[src/rtl/acc_cpu_pkg.sv]
// Shared definitions for the accumulator CPU: opcodes, FSM state encoding and
// instruction-field helpers that work for any DATA_W/ADDR_W up to WORD_MAX bits.
package acc_cpu_pkg;

    localparam int WORD_MAX = 64;

    localparam logic [3:0] OP_NOP = 4'd0;
    localparam logic [3:0] OP_LDA = 4'd1;
    localparam logic [3:0] OP_STA = 4'd2;
    localparam logic [3:0] OP_ADD = 4'd3;
    localparam logic [3:0] OP_SUB = 4'd4;
    localparam logic [3:0] OP_AND = 4'd5;
    localparam logic [3:0] OP_OR  = 4'd6;
    localparam logic [3:0] OP_NOT = 4'd7;
    localparam logic [3:0] OP_JMP = 4'd8;
    localparam logic [3:0] OP_JZ  = 4'd9;
    localparam logic [3:0] OP_JN  = 4'd10;
    localparam logic [3:0] OP_HLT = 4'd11;

    typedef enum logic [2:0] {
        ST_FETCH,
        ST_DECODE,
        ST_IND,
        ST_OPER,
        ST_STORE,
        ST_HALT
    } state_e;

    // Fields are extracted by shifting a zero-extended word, so one function
    // serves every instance width.
    function automatic logic [3:0] instr_opcode(input logic [WORD_MAX-1:0] ir, input int data_w);
        return 4'((ir >> (data_w - 5)) & WORD_MAX'(15));
    endfunction

    function automatic logic instr_indirect(input logic [WORD_MAX-1:0] ir, input int data_w);
        return 1'((ir >> (data_w - 1)) & WORD_MAX'(1));
    endfunction

    function automatic logic [WORD_MAX-1:0] instr_addr(input logic [WORD_MAX-1:0] ir, input int addr_w);
        return ir & ((WORD_MAX'(1) << addr_w) - WORD_MAX'(1));
    endfunction

    function automatic logic has_mem_operand(input logic [3:0] op);
        return (op >= OP_LDA) && (op <= OP_OR);
    endfunction

endpackage

[src/rtl/acc_cpu_alu.sv]
// Combinational accumulator ALU: produces the new accumulator value for
// LDA/ADD/SUB/AND/OR/NOT; other opcodes pass the accumulator through.
module acc_cpu_alu
    import acc_cpu_pkg::*;
#(
    parameter int DATA_W = 16
) (
    input  logic [DATA_W-1:0] acc_in,
    input  logic [DATA_W-1:0] operand,
    input  logic [3:0]        opcode,
    output logic [DATA_W-1:0] result
);

    always_comb begin
        result = acc_in;
        case (opcode)
            OP_LDA:  result = operand;
            OP_ADD:  result = acc_in + operand;
            OP_SUB:  result = acc_in - operand;
            OP_AND:  result = acc_in & operand;
            OP_OR:   result = acc_in | operand;
            OP_NOT:  result = ~acc_in;
            default: result = acc_in;
        endcase
    end

endmodule

[src/rtl/acc_cpu_core.sv]
// Multi-cycle accumulator processor: fetch/decode/indirect/operand/store FSM
// driving one shared req/ready memory port.
module acc_cpu_core
    import acc_cpu_pkg::*;
#(
    parameter int                DATA_W   = 16,
    parameter int                ADDR_W   = 10,
    parameter logic [ADDR_W-1:0] RESET_PC = '0
) (
    input  logic              clk,
    input  logic              rst,
    output logic              mem_req,
    output logic              mem_we,
    output logic [ADDR_W-1:0] mem_addr,
    output logic [DATA_W-1:0] mem_wdata,
    input  logic [DATA_W-1:0] mem_rdata,
    input  logic              mem_ready,
    output logic [ADDR_W-1:0] pc,
    output logic [DATA_W-1:0] acc,
    output logic              retire,
    output logic              halted,
    output logic              illegal
);

    state_e            state_q, state_d;
    logic [ADDR_W-1:0] pc_q, pc_d;
    logic [DATA_W-1:0] ir_q, ir_d;
    logic [ADDR_W-1:0] ea_q, ea_d;
    logic [DATA_W-1:0] acc_q, acc_d;
    logic              halted_q, halted_d;
    logic              illegal_q, illegal_d;

    logic [3:0]        op;
    logic              ind;
    logic [ADDR_W-1:0] addr_f;
    logic [DATA_W-1:0] alu_res;
    logic              req_c;
    logic              retire_c;

    assign op     = instr_opcode(WORD_MAX'(ir_q), DATA_W);
    assign ind    = instr_indirect(WORD_MAX'(ir_q), DATA_W);
    assign addr_f = ADDR_W'(instr_addr(WORD_MAX'(ir_q), ADDR_W));

    acc_cpu_alu #(.DATA_W(DATA_W)) u_alu (
        .acc_in  (acc_q),
        .operand (mem_rdata),
        .opcode  (op),
        .result  (alu_res)
    );

    always_comb begin
        state_d   = state_q;
        pc_d      = pc_q;
        ir_d      = ir_q;
        ea_d      = ea_q;
        acc_d     = acc_q;
        halted_d  = halted_q;
        illegal_d = illegal_q;
        req_c     = 1'b0;
        retire_c  = 1'b0;
        mem_we    = 1'b0;
        mem_addr  = pc_q;

        case (state_q)
            ST_FETCH: begin
                req_c = 1'b1;
                if (mem_ready) begin
                    ir_d    = mem_rdata;
                    pc_d    = pc_q + ADDR_W'(1);
                    state_d = ST_DECODE;
                end
            end
            ST_DECODE: begin
                state_d = ST_FETCH;
                if (has_mem_operand(op)) begin
                    ea_d = addr_f;
                    if (ind)
                        state_d = ST_IND;
                    else
                        state_d = (op == OP_STA) ? ST_STORE : ST_OPER;
                end else begin
                    // Jump conditions look at the accumulator as it stands now.
                    case (op)
                        OP_NOP: retire_c = 1'b1;
                        OP_NOT: begin
                            acc_d    = alu_res;
                            retire_c = 1'b1;
                        end
                        OP_JMP: begin
                            pc_d     = addr_f;
                            retire_c = 1'b1;
                        end
                        OP_JZ: begin
                            if (acc_q == '0)
                                pc_d = addr_f;
                            retire_c = 1'b1;
                        end
                        OP_JN: begin
                            if (acc_q[DATA_W-1])
                                pc_d = addr_f;
                            retire_c = 1'b1;
                        end
                        OP_HLT: begin
                            halted_d = 1'b1;
                            state_d  = ST_HALT;
                        end
                        default: begin
                            halted_d  = 1'b1;
                            illegal_d = 1'b1;
                            state_d   = ST_HALT;
                        end
                    endcase
                end
            end
            ST_IND: begin
                req_c    = 1'b1;
                mem_addr = addr_f;
                if (mem_ready) begin
                    ea_d    = ADDR_W'(mem_rdata);
                    state_d = (op == OP_STA) ? ST_STORE : ST_OPER;
                end
            end
            ST_OPER: begin
                req_c    = 1'b1;
                mem_addr = ea_q;
                if (mem_ready) begin
                    acc_d    = alu_res;
                    retire_c = 1'b1;
                    state_d  = ST_FETCH;
                end
            end
            ST_STORE: begin
                req_c    = 1'b1;
                mem_we   = 1'b1;
                mem_addr = ea_q;
                if (mem_ready) begin
                    retire_c = 1'b1;
                    state_d  = ST_FETCH;
                end
            end
            ST_HALT: state_d = ST_HALT;
            default: state_d = ST_FETCH;
        endcase
    end

    always_ff @(posedge clk) begin
        if (rst) begin
            state_q   <= ST_FETCH;
            pc_q      <= RESET_PC;
            ir_q      <= '0;
            ea_q      <= '0;
            acc_q     <= '0;
            halted_q  <= 1'b0;
            illegal_q <= 1'b0;
        end else begin
            state_q   <= state_d;
            pc_q      <= pc_d;
            ir_q      <= ir_d;
            ea_q      <= ea_d;
            acc_q     <= acc_d;
            halted_q  <= halted_d;
            illegal_q <= illegal_d;
        end
    end

    // Reset kills any in-flight transaction in the same cycle it is raised.
    assign mem_req   = req_c & ~rst;
    assign retire    = retire_c & ~rst;
    assign mem_wdata = acc_q;
    assign pc        = pc_q;
    assign acc       = acc_q;
    assign halted    = halted_q;
    assign illegal   = illegal_q;

endmodule

[config.mk]
export PLATFORM = sky130hd
export DESIGN_NAME = acc_cpu_core
export DESIGN_NICKNAME = d
export VERILOG_FILES = /design/src/rtl/acc_cpu_pkg.sv /design/src/rtl/acc_cpu_alu.sv /design/src/rtl/acc_cpu_core.sv
export SDC_FILE = /design/constraint.sdc
export NUM_CORES = 1
export LEC_CHECK = 0
export ABC_AREA = 0
export BUFFER_PORTS_ARGS = -buffer_cell sky130_fd_sc_hd__buf_2
export CORE_MARGIN = 1
export CORE_UTILIZATION = 40
export DETAILED_ROUTE_END_ITERATION = 8
export PLACE_DENSITY_LB_ADDON = 0.12
export REMOVE_ABC_BUFFERS = 1
export SLEW_MARGIN = 20
export SYNTH_ARGS = -nofsm -noshare
export SYNTH_HDL_FRONTEND = slang
export SYNTH_SLANG_ARGS = --single-unit
[constraint.sdc]
create_clock -name clk -period 11 [get_ports clk]
set_input_delay 2.2 -clock clk [delete_from_list [all_inputs] [get_ports clk]]
set_output_delay 2.2 -clock clk [all_outputs]
set_load 0.03 [all_outputs]
==> impl_metrics.ini, run 1 <==
[logic_synthesis]
synth.area.top_cells = dfxtp_1 22%, a21oi_1 7.4%, nand2_1 6.8%
synth_enable_flop_cells = 0
yosysSeqAreaShare_pct = 22.3
avgSynthCellArea_um2 = 7.05
synth.yosys.warnings = 0
synth.ff_latch_count = 56
synth-async-reset-ratio_pct = 0
synth.lib_cells_used.distinct = 70
synth-main-ff-cell = dfxtp_1
yosys.area.top_type_share_pct = 22.3
postSynthCellCount = 712
post_synth_instance_area_um2 = 5020
synth.largest_area_cell = dfxtp_1

[sta]
worst_slew_pin_slew_ns = 0.921
max_slew_margin_pct = 38.4
maxClockFrequency_mhz = 188
final.min_clock_period_ns = 5.33
count_of_endpoints_failing_setup_in_the_final_report = 0
fin_worst_skew_ns = 0.00489
timing.final.hold_violations = 0
slew_viol_final = 0
grt_setup_unrepaired = false
final.setup.tns_ns = 0
post-route-period-util_pct = 48.5

[placed_design]
placedCellCount = 888
dpl.hpwl_um = 11400
buffer_ports.inserted = 75
routabilityCongestion = 0.869

[clock_network]
h-tree-depth = 2
clk_latency_ns = 0.31
cts_root_buf = clkbuf_16
cts_hold_repair.buffers = 0
post_cts_buffers = 0
cts.clk_slew.worst_paths_ns = 0.07
max-clock-path-buffers = 2
cts_inserted_buffers = 5
numClockSinks = 56
ctsResizeCount = 0
clock_tree_from_tritoncts = built

[worst_setup_path]
worstSetupEndpointType = output pin
crit_fanout = 8
critical_path_arrival_ns = 3.13
critPathKind = primary input to output pin
critical_path_required_ns = 8.80
start_kind = primary input

[drt]
dr.max_layer_used = met4
mean_routed_wirelength_per_cell_um = 17.8
drt_iter0_drc = 471
routed_wl_um = 15900
drt-pass1-iter-count = 5
routedLengthMet1_um = 7540
via_count_of_the_routed_design = 5332
wl_met2_um = 7270
route.antenna.remaining_nets = 0
avgViaCountPerCell = 5.95
post-route-drc-count = 0
route.met3.wl_um = 982

[cells_and_area]
antenna_cell_count = 0
area_delta_synth_final_pct = 8.63
most-common-layout-cells = 91 x nand2_1, 75 x buf_2, 74 x a21oi_1, 61 x o21ai_0, 59 x nor2_1
layout.cells.most_common = nand2_1
finish.net_count = 766
fin_cells = 896
post_route_cells_drive_above_1_share_pct = 16.9

[worst_hold_path]
worst_hold_path_type = flip-flop to flip-flop

[job]
drv.max_cap_violation_count = 0

[global_routing]
pin_count_of_the_biggest_net_entering_global_routing = 55
global_route.overflow_total = 0
grt_antenna_before_repair = 0
grt_use_total_pct = 24.9
grt_first_pass_wirelength_um = 25600
via_count_of_the_first_global_routing_pass = 4866

[power]
max-vdd-ir-drop_v = 0.0000719
power.static_leakage_nw = 2.15
powerDensity_nw_per_um2 = 128

[die]
initial_util_pct = 41.4
floorplan.die.height_um = 114
core_um2 = 12100
core.rowCount = 40
die_area_um2 = 13000
die_width_um = 114
io-pin-count = 76

[run_status]
outcome = complete, no violations
through the flow:
stage	instance area (um2)	util (%)	total power, mW	worst slack [ns]	hold slack [ns]
after global routing	5450	45.0	0.740	5.59	0.503
after detailed placement	5280	43.6	0.509	5.66	0.459
after floorplan	4640	-	0.426	5.80	0.449
after global placement	5280	43.6	0.504	5.73	0.450
final	5450	45.0	0.696	5.67	0.467
after CTS	5450	45.0	0.697	5.68	0.478
metal layers:
layer | global-route usage [%] | vias to the layer above
met4 | 5.45 | 0
met2 | 39.2 | 187
met3 | 4.89 | 11
li1 | - | 2604
met1 | 35.1 | 2530
met5 | 0 | -
logic make-up (layout without fill, tap and decap cells):
logic type | Yosys count | after routing | synth area share, %
simple gates | 265 | 265 | 25.4
compound gates | 245 | 245 | 31.5
buf+inv | 88 | 104 | 8.53
flops | 56 | 56 | 22.3
xor+xnor | 28 | 28 | 4.89
fa+ha+maj | 21 | 21 | 5.34
mux | 9 | 9 | 1.92
synth_stat cells, drive strengths merged (3+ instances only):
master / n
o22ai: 15
mux2: 5
buf: 45
or2: 6
nor2: 59
a31oi: 13
o221a: 6
nor2b: 6
nand2: 92
xnor2: 15
o32ai: 4
nand3b: 3
a311oi: 11
o41ai: 6
a21o: 8
and3: 5
o21a: 6
o21ai: 63
ha: 19
a22oi: 3
or3: 8
o31ai: 6
xor2: 13
nand2b: 14
mux2i: 4
nand3: 22
a41oi: 3
a21oi: 76
a2111oi: 3
nand4: 5
nor3: 21
nor4: 7
nor3b: 7
and2: 7
clkbuf: 30
dfxtp: 56
inv: 11
a211oi: 7
path summary, 6_finish.rpt:
path                                        endpoint  depth (start not counted)  slack (ns)                  start
worst min register to register  illegal$_SDFFE_PP0P_                          2        0.47   illegal$_SDFFE_PP0P_
worst max-delay path                          retire                          6        5.67              mem_ready
worst min-delay path            illegal$_SDFFE_PP0P_                          2        0.47   illegal$_SDFFE_PP0P_
worst max register to register  acc[11]$_SDFFE_PP0P_                         12        7.26  ir_q[13]$_SDFFE_PP0P_
layout make-up:
type	instances	area, um2
repair buffers	83	435
multi-input cells	568	3470
clock buffers	6	129
well taps	168	210
flip-flops and latches	56	1120
fillers	1310	6660
clock inverters	2	35.0
inverters	13	48.8
registers in the layout, summed over array words and instances (netlist names):
| register | flops |
|---|---|
| halted | 1 |
| state_q | 3 |
| illegal | 1 |
| ea_q | 10 |
| ir_q | 15 |
| acc | 16 |
| pc | 10 |
critical path, stage by stage:
cell       delay, ns
buf_2           0.15
nand2b_1        0.15
a2bb2oi_1       0.17
o21a_1          0.18
nor2_1          0.07
buf_2           0.20
power breakdown:
| part | switching, mW | internal [mW] | leakage, nW |
|---|---|---|---|
| Combinational | 0.174 | 0.0931 | 1.62 |
| Sequential | 0.0215 | 0.219 | 0.456 |
| Clock | 0.0807 | 0.108 | 0.0808 |
| Total | 0.276 | 0.419 | 2.15 |
No activity file was read; power rests on OpenSTA's default activity.
==> inputs of run 2 (changes only) <==
Clock period 11 ns to 4.3 ns, I/O delays scaled along.
==> run 2 against run 1 <==
  * Worst setup slack lost 5.0 ns
  * Non-clock buffer count increased by 6
  * Utilization increased by 0.23 points
  * Largest power group unchanged
  * Total power is 150% higher
  * Global-route usage hardly changed
  * Clock power up 130%
  * Routed wire length fell by 0.72%
  * Final area rose by 0.51%
  * Combinational power grew to 2.6 times the previous value
  * Die area is the same
==> impl_metrics.ini, run 2 (synthesized netlist as in run 1, its figures left out) <==
[power]
power.static_leakage_nw = 2.18
max-vdd-ir-drop_v = 0.000185
powerDensity_nw_per_um2 = 317

[worst_setup_path]
crit_start = mem_rdata[2]
crit_buf_inv = 1
critical_path_required_ns = 4.46
kind_of_cell_adding_the_most_delay_to_the_critical_path = simple AND/OR/NAND/NOR gates
worstSetupEndpointType = flip-flop
reg2reg_from = ir_q[12]$_SDFFE_PP0P_
critPathKind = primary input to flip-flop
path_cells = buf_2 -> nor4_2 -> nand3_1 -> o21ai_0 -> xor2_1 -> ha_1 -> a21oi_2 -> nor2b_1 -> or4_1 -> o22ai_1 -> mux2i_1 -> a31oi_1
start_kind = primary input
crit_fanout = 8
slowest_delay_ns = 0.50
critical_path_arrival_ns = 3.79
crit_path_top_delay_cell = nor4_2

[cells_and_area]
area_delta_synth_final_pct = 9.18
non_filler_cell_area_final_um2 = 5480
flip_flop_count_of_the_largest_register_after_layout = 16
antenna_cell_count = 0
fin_cells = 902
finish.net_count = 772
most-common-layout-cells = 91 x nand2_1, 75 x buf_2, 74 x a21oi_1, 61 x o21ai_0, 59 x nor2_1
post_route_cells_drive_above_1_share_pct = 17.6
layout.cells.most_common = nand2_1
fillerInstances = 1311

[job]
drv.max_cap_violation_count = 0

[placed_design]
buffer_ports.inserted = 75
placed_instance_area_um2 = 5330
dpl.hpwl_um = 11500
routabilityCongestion = 0.862
placedCellCount = 894

[die]
floorplan.die.height_um = 114
die_width_um = 114
die_area_um2 = 13000
core_um2 = 12100
core.rowCount = 40
io-pin-count = 76
initial_util_pct = 41.4

[drt]
mean_routed_wirelength_per_cell_um = 17.5
drt_iter0_drc = 383
via_count_of_the_routed_design = 5370
post-route-drc-count = 0
drt-pass1-iter-count = 5
routed_wl_um = 15800
avgViaCountPerCell = 5.95
route.antenna.remaining_nets = 0

[global_routing]
grt_use_total_pct = 24.9
grt_antenna_before_repair = 0
pin_count_of_the_biggest_net_entering_global_routing = 53
global_route.overflow_total = 0
grt_first_pass_wirelength_um = 25700
via_count_of_the_first_global_routing_pass = 4912

[sta]
max_slew_margin_pct = 51.0
fin_worst_skew_ns = 0.0125
timing.final.hold_violations = 0
final.setup.tns_ns = 0
slew_viol_final = 0
post-route-period-util_pct = 84.4
worst_slew_pin_slew_ns = 0.731
grt_setup_unrepaired = false
count_of_endpoints_failing_setup_in_the_final_report = 0
maxClockFrequency_mhz = 276
final.min_clock_period_ns = 3.63

[clock_network]
ctsResizeCount = 0
clk_latency_ns = 0.31
cts_inserted_buffers = 5
h-tree-depth = 2
cts_hold_repair.buffers = 0
post_cts_buffers = 0
cts_root_buf = clkbuf_16
max-clock-path-buffers = 2
clock_tree_from_tritoncts = built
numClockSinks = 56
cts.clk_slew.worst_paths_ns = 0.07

[run_status]
outcome = complete, no violations

[worst_hold_path]
worst_hold_startpoint = illegal$_SDFFE_PP0P_
worst_hold_path_type = flip-flop to flip-flop
run 2: stage by stage:
step | power (mW) | setup slack (ns) | hold slack [ns] | utilization (%)
final | 1.73 | 0.672 | 0.474 | 45.2
after global routing | 1.85 | 0.417 | 0.505 | 45.2
after CTS | 1.75 | 0.675 | 0.477 | 45.2
after detailed placement | 1.31 | 0.359 | 0.448 | 44.0
after global placement | 1.30 | 0.410 | 0.449 | 44.0
after floorplan | 1.09 | 0.762 | 0.449 | -
run 2: worst paths after layout:
kind / endpoint / cells past startpoint / slack (ns)
worst max-delay path: acc[14]$_SDFFE_PP0P_ / 12 / 0.67
worst min-delay path: illegal$_SDFFE_PP0P_ / 2 / 0.47
worst max register to register: acc[13]$_SDFFE_PP0P_ / 11 / 0.98
worst min register to register: illegal$_SDFFE_PP0P_ / 2 / 0.47
run 2: power by group:
part           switching, mW  leakage (nW)  internal (mW)  total (mW)
registers             0.0463         0.455          0.559       0.606
clock network          0.217        0.0742          0.219       0.436
logic                  0.449          1.65          0.243       0.692
run 2: tightest hold or removal path, stage by stage, from the launching register on:
cell     delay, ns
dfxtp_1       0.33
a31oi_1       0.04
nor2_1        0.07
run 2: cell type report:
type / count / area [um2] / area share [%]
clock buffer: 5 / 125 / 2.28
clock inverter: 3 / 22.5 / 0.411
inverter: 13 / 48.8 / 0.891
multi-input combinational: 568 / 3470 / 63.3
sequential: 56 / 1120 / 20.5
tap: 168 / 210 / 3.84
timing repair buffer: 89 / 480 / 8.77
run 2: metal layers:
metal / part of all wire, % / GRT usage (%)
met1: 47 / 34.6
met4: 1.6 / 7.27
met5: 0 / 0
met2: 46 / 40.7
met3: 5.6 / 2.71
==> inputs of run 3 (changes only) <==
Clock period 4.3 ns to 3.5 ns, I/O delays scaled along.
==> run 3 against run 2 <==
  * Count of clock-buffer cells in the layout stayed put
  * Register-to-register slack worse by 0.64 ns
  * Clock power is 29% higher
  * Utilization is 1.7 points higher
  * Sequential power is 24% higher
  * Critical endpoint is now acc[13]$_SDFFE_PP0P_
==> impl_metrics.ini, run 3 (synthesized netlist as in run 1, its figures left out) <==
[run_status]
outcome = complete, no violations

[sta]
worst_slew_pin_slew_ns = 0.774
timing.final.hold_violations = 0
hold-worst-slack_ns = 0.479
slew_viol_final = 0
maxClockFrequency_mhz = 317
max_slew_margin_pct = 48.1
fin_worst_skew_ns = 0.0144
final.min_clock_period_ns = 3.16
grt_setup_unrepaired = false
post-route-period-util_pct = 90.2
count_of_endpoints_failing_setup_in_the_final_report = 0

[drt]
avgViaCountPerCell = 5.83
route.antenna.remaining_nets = 0
post-route-drc-count = 0
drt-pass1-iter-count = 5
mean_routed_wirelength_per_cell_um = 17.5
via_count_of_the_routed_design = 5412
drt_iter0_drc = 510
routed_wl_um = 16300

[power]
p_sw_share_pct = 41.5
p_int_mw = 1.28
powerDensity_nw_per_um2 = 384
power.static_leakage_nw = 2.30
share_clk_of_total_power_pct = 25.7
seqPwrFrac_pct = 34.3
total_power_mw = 2.19
switching_power_uw = 907
pwr-share-comb_pct = 40.0
max-vdd-ir-drop_v = 0.000249

[clock_network]
clock_tree_from_tritoncts = built
clk_latency_ns = 0.32
max-clock-path-buffers = 2
cts.clk_slew.worst_paths_ns = 0.08
h-tree-depth = 2
numClockSinks = 56
cts_root_buf = clkbuf_16
post_cts_buffers = 0
cts_inserted_buffers = 5

[worst_setup_path]
reg2reg_from = ir_q[12]$_SDFFE_PP0P_
start_kind = flip-flop
critical_path_required_ns = 3.72
critical_path_arrival_ns = 3.38
crit_path_frequent_cell = or3_1
kind_of_cell_adding_the_most_delay_to_the_critical_path = compound AO/OA/AOI/OAI gates
crit_buf_inv = 2
critPathKind = flip-flop to flip-flop
crit_start = ir_q[12]$_SDFFE_PP0P_
path_cells = nand2b_1 -> or3_1 -> o21ai_1 -> inv_1 -> ha_1 -> nor2b_1 -> o2111ai_1 -> a2111oi_2 -> buf_4 -> or3_1 -> a31oi_1 -> o41ai_2
crit_path_top_delay_cell = or3_1
slowest_delay_ns = 0.51
crit_fanout = 10
worstSetupEndpointType = flip-flop

[global_routing]
via_count_of_the_first_global_routing_pass = 4925
grt_antenna_before_repair = 0
grt_use_total_pct = 25.5
grt_first_pass_wirelength_um = 26200
pin_count_of_the_biggest_net_entering_global_routing = 53
global_route.overflow_total = 0

[placed_design]
dpl.hpwl_um = 11800
placedCellCount = 921
routabilityCongestion = 0.882
buffer_ports.inserted = 75

[die]
io-pin-count = 76
die_area_um2 = 13000
core.rowCount = 40
initial_util_pct = 41.4
floorplan.die.height_um = 114
die_width_um = 114
core_um2 = 12100

[worst_hold_path]
worst_hold_startpoint = illegal$_SDFFE_PP0P_
worst_hold_path_type = flip-flop to flip-flop

[cells_and_area]
fillerInstances = 1317
antenna_cell_count = 0
finish.net_count = 799
flip_flop_count_of_the_largest_register_after_layout = 16
most-common-layout-cells = 91 x nand2_1, 75 x buf_2, 74 x a21oi_1, 60 x o21ai_0, 59 x nor2_1
fin_cells = 929
area_delta_synth_final_pct = 13.4
post_route_cells_drive_above_1_share_pct = 20.6
layout.cells.most_common = nand2_1

[job]
drv.max_cap_violation_count = 0
## run 3: cell count changes in the layout (fill, tap and decap cells not counted)
cell,change
a2111oi_0,-1
a2111oi_2,+1
buf_4,+27
clkinv_2,-1
clkinv_4,-1
clkinvlp_4,+1
inv_6,+1
o21ai_0,-1
o21ai_1,+1
## run 3: worst paths after layout
kind | endpoint | slack (ns) | depth (start not counted)
setup / recovery | acc[13]$_SDFFE_PP0P_ | 0.34 | 12
setup reg to reg | acc[13]$_SDFFE_PP0P_ | 0.34 | 12
hold / removal | illegal$_SDFFE_PP0P_ | 0.48 | 2
hold reg to reg | illegal$_SDFFE_PP0P_ | 0.48 | 2
## run 3: worst min-delay path: stages, from the launching register on
cell and delay (ns):
dfxtp_1 0.34, a31oi_1 0.04, nor2_1 0.07
## run 3: through the flow
stage / TNS [ns] / area (um2) / utilization (%) / setup WS, ns
CTS: 0 / 5680 / 46.9 / 0.119
floorplan: -0.0377 / 4640 / - / -0.0377
global placement: -0.135 / 5530 / 45.7 / -0.135
detailed placement: -0.0668 / 5530 / 45.7 / -0.0668
global route: 0 / 5690 / 47.0 / 0.0480
finish: 0 / 5690 / 47.0 / 0.344
## run 3: what timing repair did
| action | CTS | global route |
|---|---|---|
| hold buffers | 0 | 0 |
| setup endpoints to repair | 0 | 1 |
| gates resized for setup | 0 | 3 |
## run 3: metal layers
layer  wire length [um]  up-vias  GRT usage, %
met3                861       11          3.93
met5                  0        -             0
met4                135        0          4.94
met1               7760     2562          35.8
met2               7530      168          41.2
li1                   -     2671             -
## run 3: layout make-up
cell class | instances | area (um2) | area share [%]
Multi-Input combinational cell | 568 | 3470 | 61.1
Sequential cell | 56 | 1120 | 19.7
Timing Repair Buffer | 116 | 683 | 12.0
Tap cell | 168 | 210 | 3.70
Clock buffer | 5 | 125 | 2.20
Inverter | 13 | 48.8 | 0.858
Clock inverter | 3 | 25.0 | 0.440
## run 3: power groups by stage
stage	combinational, mW	sequential [mW]	clock [mW]
after floorplan	0.532	0.807	0
after global placement	0.853	0.762	0
after detailed placement	0.864	0.764	0
after CTS	0.868	0.748	0.582
after global routing	0.961	0.757	0.602
final	0.875	0.749	0.562
